**src/rtl/sequential_divider.sv**
```systemverilog
// ---------------------------------------------------------------------------
// sequential_divider
//   Unsigned restoring divider producing one quotient bit per clock. It shares
//   the Start/Ready handshake and the A/Q/B/P register datapath of the
//   shift-add sequential multiplier.
//
// Ports
//   clock        system clock, all state changes on its rising edge
//   reset        synchronous active-high reset
//   Start        operation request, sampled only while Ready=1
//   Dividend     unsigned numerator, sampled with Start
//   Divisor      unsigned denominator, sampled with Start
//   Quotient     registered quotient (all ones on divide-by-zero)
//   Remainder    registered remainder (Dividend on divide-by-zero)
//   Ready        1 = idle, results valid, new Start accepted
//   Div_by_zero  1 = last accepted operation had Divisor=0
// ---------------------------------------------------------------------------
module sequential_divider #(
    parameter int dp_width = 5
) (
    input  logic                clock,
    input  logic                reset,
    input  logic                Start,
    input  logic [dp_width-1:0] Dividend,
    input  logic [dp_width-1:0] Divisor,
    output logic [dp_width-1:0] Quotient,
    output logic [dp_width-1:0] Remainder,
    output logic                Ready,
    output logic                Div_by_zero
);

    localparam int PW = $clog2(dp_width + 1);
    localparam logic [PW-1:0] P_INIT = PW'(dp_width);
    localparam logic [PW-1:0] P_ONE  = PW'(1);

    typedef enum logic [0:0] {
        S_IDLE = 1'b0,
        S_ITER = 1'b1
    } state_t;

    state_t state_r;
    state_t state_next_s;

    // Datapath registers keep their historical names so they can be probed.
    logic [dp_width:0]   A;   // partial remainder
    logic [dp_width-1:0] Q;   // dividend in, quotient out
    logic [dp_width-1:0] B;   // divisor
    logic [PW-1:0]       P;   // remaining iterations

    logic [dp_width-1:0] quotient_r;
    logic [dp_width-1:0] remainder_r;
    logic                ready_r;
    logic                dbz_r;

    logic                divisor_zero_s;
    logic                load_s;
    logic                zero_load_s;
    logic                iter_s;
    logic                last_s;

    logic [dp_width+1:0] trial_s;
    logic [dp_width:0]   a_next_s;
    logic [dp_width-1:0] q_next_s;

    assign divisor_zero_s = (Divisor == {dp_width{1'b0}});

    // One restoring step: shift {A,Q} left, trial-subtract B, keep or restore.
    // A never exceeds B-1, so {A, Q[msb]} is the shifted partial remainder and
    // the extra top bit of trial_s acts as the borrow/sign bit.
    always_comb begin
        trial_s  = {A, Q[dp_width-1]} - {2'b00, B};
        a_next_s = {A[dp_width-1:0], Q[dp_width-1]};
        q_next_s = {Q[dp_width-2:0], 1'b0};
        if (trial_s[dp_width+1] == 1'b0) begin
            a_next_s = trial_s[dp_width:0];
            q_next_s = {Q[dp_width-2:0], 1'b1};
        end else begin
            a_next_s = {A[dp_width-1:0], Q[dp_width-1]};
            q_next_s = {Q[dp_width-2:0], 1'b0};
        end
    end

    // FSM state register; Ready is registered from the next state.
    always_ff @(posedge clock) begin
        if (reset) begin
            state_r <= S_IDLE;
            ready_r <= 1'b1;
        end else begin
            state_r <= state_next_s;
            ready_r <= (state_next_s == S_IDLE);
        end
    end

    // FSM next-state logic; a zero divisor is answered without iterating.
    always_comb begin
        state_next_s = state_r;
        case (state_r)
            S_IDLE: begin
                if (Start && !divisor_zero_s) begin
                    state_next_s = S_ITER;
                end else begin
                    state_next_s = S_IDLE;
                end
            end
            S_ITER: begin
                if (P == P_ONE) begin
                    state_next_s = S_IDLE;
                end else begin
                    state_next_s = S_ITER;
                end
            end
            default: state_next_s = S_IDLE;
        endcase
    end

    // FSM output decode: datapath control strobes.
    always_comb begin
        load_s      = 1'b0;
        zero_load_s = 1'b0;
        iter_s      = 1'b0;
        last_s      = 1'b0;
        case (state_r)
            S_IDLE: begin
                load_s      = Start && !divisor_zero_s;
                zero_load_s = Start && divisor_zero_s;
            end
            S_ITER: begin
                iter_s = 1'b1;
                last_s = (P == P_ONE);
            end
            default: begin
                load_s      = 1'b0;
                zero_load_s = 1'b0;
            end
        endcase
    end

    // Datapath and result registers; results move only on load or final step.
    always_ff @(posedge clock) begin
        if (reset) begin
            A           <= {(dp_width+1){1'b0}};
            Q           <= {dp_width{1'b0}};
            B           <= {dp_width{1'b0}};
            P           <= {PW{1'b0}};
            quotient_r  <= {dp_width{1'b0}};
            remainder_r <= {dp_width{1'b0}};
            dbz_r       <= 1'b0;
        end else if (load_s) begin
            A     <= {(dp_width+1){1'b0}};
            Q     <= Dividend;
            B     <= Divisor;
            P     <= P_INIT;
            dbz_r <= 1'b0;
        end else if (zero_load_s) begin
            quotient_r  <= {dp_width{1'b1}};
            remainder_r <= Dividend;
            dbz_r       <= 1'b1;
        end else if (iter_s) begin
            A <= a_next_s;
            Q <= q_next_s;
            P <= P - P_ONE;
            if (last_s) begin
                quotient_r  <= q_next_s;
                remainder_r <= a_next_s[dp_width-1:0];
            end
        end
    end

    assign Quotient    = quotient_r;
    assign Remainder   = remainder_r;
    assign Ready       = ready_r;
    assign Div_by_zero = dbz_r;

endmodule

```
**config.mk**
```make
export PLATFORM = sky130hd
export DESIGN_NAME = sequential_divider
export DESIGN_NICKNAME = d
export VERILOG_FILES = /design/src/rtl/sequential_divider.sv
export SDC_FILE = /design/constraint.sdc
export NUM_CORES = 1
export LEC_CHECK = 0
export CAP_MARGIN = 20
export CORE_ASPECT_RATIO = 1.5
export CORE_UTILIZATION = 53
export CTS_CLUSTER_SIZE = 30
export DETAILED_ROUTE_END_ITERATION = 16
export PLACE_DENSITY_LB_ADDON = 0.3
export SETUP_SLACK_MARGIN = 0.5
export SYNTH_ARGS = -nofsm -noshare
export SYNTH_HDL_FRONTEND = slang
export SYNTH_SLANG_ARGS = --single-unit
export TNS_END_PERCENT = 10
```
**constraint.sdc**
```tcl
create_clock -name clock -period 3.14 [get_ports clock]
set_input_delay 0.314 -clock clock [delete_from_list [all_inputs] [get_ports clock]]
set_output_delay 0.314 -clock clock [all_outputs]
set_load 0.02 [all_outputs]
```
Word-level counts from Yosys, hierarchy flattened
Index checks and enable logic that the tools add are counted.

operators by class
  $add $sub $neg = 2
  equal/unequal tests = 2
  muxes and demuxes = 21
  bitwise logic cells = 4
  reductions and logical operators = 11

operator list
  kind                                                                 count
  5-bit 2-to-1 mux                                                     9
  3-bit 2-to-1 mux                                                     3
  1-bit 2-to-1 mux                                                     7
  7-bit by 5-bit subtractor with 7-bit output                          1
  6-bit 2-to-1 mux                                                     1
  2-bit nonzero test                                                   3
  5-bit logical NOT                                                    1
  1-bit NOT                                                            4
  2-bit AND reduction                                                  2
  3-bit by 1-bit == test with 1-bit output (second input constant)     1
  3-bit AND reduction                                                  1
  3-bit by 1-bit subtractor with 3-bit output (second input constant)  1
  1-bit logical AND                                                    2
  2-bit inequality test (second input constant)                        1
  1-bit one-hot mux with 2 select lines                                1
  2-bit OR reduction                                                   1
  1-bit logical NOT                                                    1

storage, ports and cells
  bits in registers = 32
  bits of input ports = 13
  output and inout bits = 12
  word-level logic and storage cells = 50

Logic depth before layout (Yosys ltp)
  depth in word-level cells = 6
  mapped depth = 9
  gate-level depth less buffers = 9

Worst setup path after synthesis
No wires, ideal clock.

  kind = reg-to-reg
  start point = register Q[4]
  end point = register A[0]
  setup time = 0.075 ns
  data arrival time = 2.232 ns
  data required time = 3.065 ns
  path slack = 0.833 ns
  stages on the path, launching flop included = 10
  path buffers = 0
  period minus slack after synthesis = 2.307 ns
  path through = dfxtp_1 -> inv_1 -> ha_1 -> inv_1 -> fa_1 -> a211oi_1 -> o21ai_2 -> xor2_1 -> mux2_2 -> o22ai_1

between the ends
  cells in the longest elaborated chain, start to end = 2

RTL lines
  what                                         RTL line  RTL
  start: declaration                           46        logic [dp_width-1:0] Q;
  start signal: assignment                     142       Q <= {dp_width{1'b0}};
  start signal: assignment                     150       Q <= Dividend;
  start signal: assignment                     160       Q <= q_next_s;
  7-bit by 5-bit subtractor with 7-bit output  71        trial_s = {A, Q[dp_width-1]} - {2'b00, B};
  6-bit 2-to-1 mux (*)                         74        if (trial_s[dp_width+1] == 1'b0) begin
  end signal: assignment                       141       A <= {(dp_width+1){1'b0}};
  end signal: assignment                       149       A <= {(dp_width+1){1'b0}};
  end signal: assignment                       159       A <= a_next_s;
  end: declaration                             45        logic [dp_width:0] A;

Every way passes the cells marked *; elsewhere a longest branch is shown, timed or not.
A chain may end at the register's enable or synchronous reset.

Final worst setup path
  start point = register Q[4]
  end point = register A[5]

between the ends
  cells in the longest elaborated chain, start to end = 2

RTL lines
  what                                         RTL line
  7-bit by 5-bit subtractor with 7-bit output  71
  6-bit 2-to-1 mux                             74

Every way passes these cells.

==> impl_metrics.ini <==
[status]
run_status = completed

[global_route]
grt_pass1_wl_um = 6140
grt_overflow = 0
first_global_vias = 1453
number_of_antenna_violations_at_the_first_check_in_global_routing = 0
groute.usage.overall_pct = 25.5
grt_start_max_net_pins = 27

[setup_path]
crit_type = reg -> reg
cp.arrival_ps = 2790
worst_setup_path_start_kind = flip-flop
crit_path_end_kind = flip-flop
critical_path_peak_fanout = 4
worst_ep_required_time_ps = 3360

[synth]
post_synth.cell_area_avg_um2 = 8.83
yosys.cell_types.count = 40
synthCells = 188
yosys_register_bits = 32
yosys_warnings = 0
syn_area_um2 = 1660
yosys_most_used_dff = dfxtp_1
post-synth-top-area-cell = dfxtp_1
synth_fp_nets = 209
postSynth.asyncResetShare_pct = 0
synth_enable_flop_cells = 0
synth.area.top_cells = dfxtp_1, mux2i_1, nor2_1
synth-seq-area-share_pct = 38.6
netlist.area_leader.share_pct = 38.6

[timing]
final-max-slew-violation-count = 0
maxSlewHeadroom_pct = 39.6
timing.setup.tns_ps = 0
worstMarginPinSlew_ps = 905
finalHoldViolations = 0
timing.fmax_mhz = 388
fin_crit_sh_pct = 82.0
shortest_clock_period_the_worst_path_allows_after_layout_ps = 2570
rsz0062_at_grt = yes
fin_worst_skew_ps = 5.83
final_setup_violations = 0

[clocking]
clkLatencyLatePin_ps = 290
cts_root_buffer = clkbuf_8
clock-sinks = 32
cts-root-to-sink-buffers = 2
postCtsHoldBufs = 0
tritoncts = done
clock_buffers_created_by_tritoncts = 5
clock_tree.htree_level_count = 2
cts.reportedPaths.clkPinSlew_ps = 70

[power_and_ir_drop]
power.leakage_nw = 0.783
powerDensity_nw_per_um2 = 559
design_power_total_mw = 1.15
vdd_drop_max_mv = 0.466

[final_layout]
antenna-diode-count = 0
areaGrowthSynthToFinish_pct = 23.6
drive_gt1_share_pct = 11.7
num-nets-final = 234

[routing]
wire_per_inst_um = 14.4
drt_pass1_iterations = 4
drt_iter0_markers = 38
route.detailed.drc = 0
detail-route-antenna-nets = 0
via_per_inst = 5.70
route.vias.total = 1441
finalWirelength_um = 3650

[floorplanning]
fp.coreArea_um2 = 2940
pin_count = 25
rows = 24
dieHeight_um = 70.6
die_w_um = 47.7
die_outline_area_um2 = 3370
starting_utilization_of_the_core_area_pct = 56.4

[placed_design]
dp.final_hpwl_um = 2760
numPortBuffers = 24
finalWeightedCongestion = 0.882

[hold_path]
hp-class = reg -> reg

[run]
drv.max_cap_violation_count = 0
report_power, final:
part           internal, mW  switching, mW
combinational         0.118          0.133
clock                 0.280          0.156
sequential            0.434         0.0275
cells in the mapped netlist, drive strengths merged (3+ instances only):
master	instances
dfxtp	32
nor2	25
nand2	15
a21oi	14
nor3	10
o21ai	10
inv	9
mux2i	9
a211oi	7
ha	7
clkbuf	5
mux2	5
o22ai	5
nand2b	4
nor2b	4
buf	3
xor2	3
routing by layer:
layer | global-route usage, % | share of wire, %
met5 | 0 | 0
met4 | 7.41 | 2.2
met3 | 7.91 | 4.9
met2 | 45.9 | 54
met1 | 26.4 | 39
kinds of logic (layout without fill, tap and decap cells):
| kind of cell | Yosys count | in the layout | share of synthesized area (%) |
|---|---|---|---|
| adder cells (fa/ha/maj) | 8 | 8 | 6.48 |
| buffers and inverters | 17 | 43 | 4.82 |
| AO/OA/AOI/OAI | 47 | 47 | 19.4 |
| multiplexers | 14 | 14 | 9.04 |
| XOR/XNOR | 4 | 4 | 2.11 |
| flip-flops | 32 | 32 | 38.6 |
| AND/OR/NAND/NOR | 66 | 66 | 19.5 |
metrics by stage:
step	instance area, µm²	hold WS (ps)	utilization [%]	cells	setup WS, ps
global placement	1920	449	65.2	245	681
global route	2050	498	69.7	253	373
detailed placement	1920	457	65.2	245	614
CTS	2040	472	69.5	253	583
finish	2050	475	69.7	253	565
floorplan	1660	436	-	188	833
sequential cells by signal, indices dropped and copies added (netlist names):
register and count:
A 6, B 5, Div_by_zero 1, P 3, Q 5, Quotient 5
Ready 1, Remainder 5, state_r 1
worst max-delay path, cell delays in order, from the launching register on:
cell,delay [ps]
dfxtp_1,310
inv_1,60
ha_1,170
inv_1,70
fa_1,420
a211oi_1,410
o21ai_2,170
xnor2_1,220
or4_1,500
a31oi_1,160
cell type report:
cell class	count	area [µm²]
inverters	9	33.8
clock buffers	7	96.3
multi-input cells	139	947
well taps	39	48.8
flip-flops and latches	32	641
repair buffers	26	255
fillers	246	891
clock inverters	1	30.0
cells in the final DEF (no fill, tap or decap), drive strengths merged, types with 2 or more instances in the layout:
cell type and instances:
dfxtp 32, nor2 25, clkdlybuf4s50 24, nand2 15, a21oi 14, nor3 10, o21ai 10, inv 9
mux2i 9, ha 7, clkbuf 7, a211oi 7, o22ai 5, mux2 5, nor2b 4, nand2b 4
xor2 3, o21a 2, or2 2, a2111oi 2, o2111ai 2, buf 2, or4 2
path summary, 6_finish.rpt:
check / start / end / slack, ps / cells after the start
setup reg to reg: Q[4] / A[5] / 570 / 9
hold / removal: B[1] / B[1] / 480 / 2
setup / recovery: Q[4] / A[5] / 570 / 9
hold reg to reg: B[1] / B[1] / 480 / 2
what timing repair did:
action / 4_1_cts / 5_1_grt
resized for setup: 0 / 1
hold endpoints to repair: 0 / 0
endpoints found under the setup margin: 0 / 9
setup buffers: 0 / 0
Power figures use the tool's default switching activity.
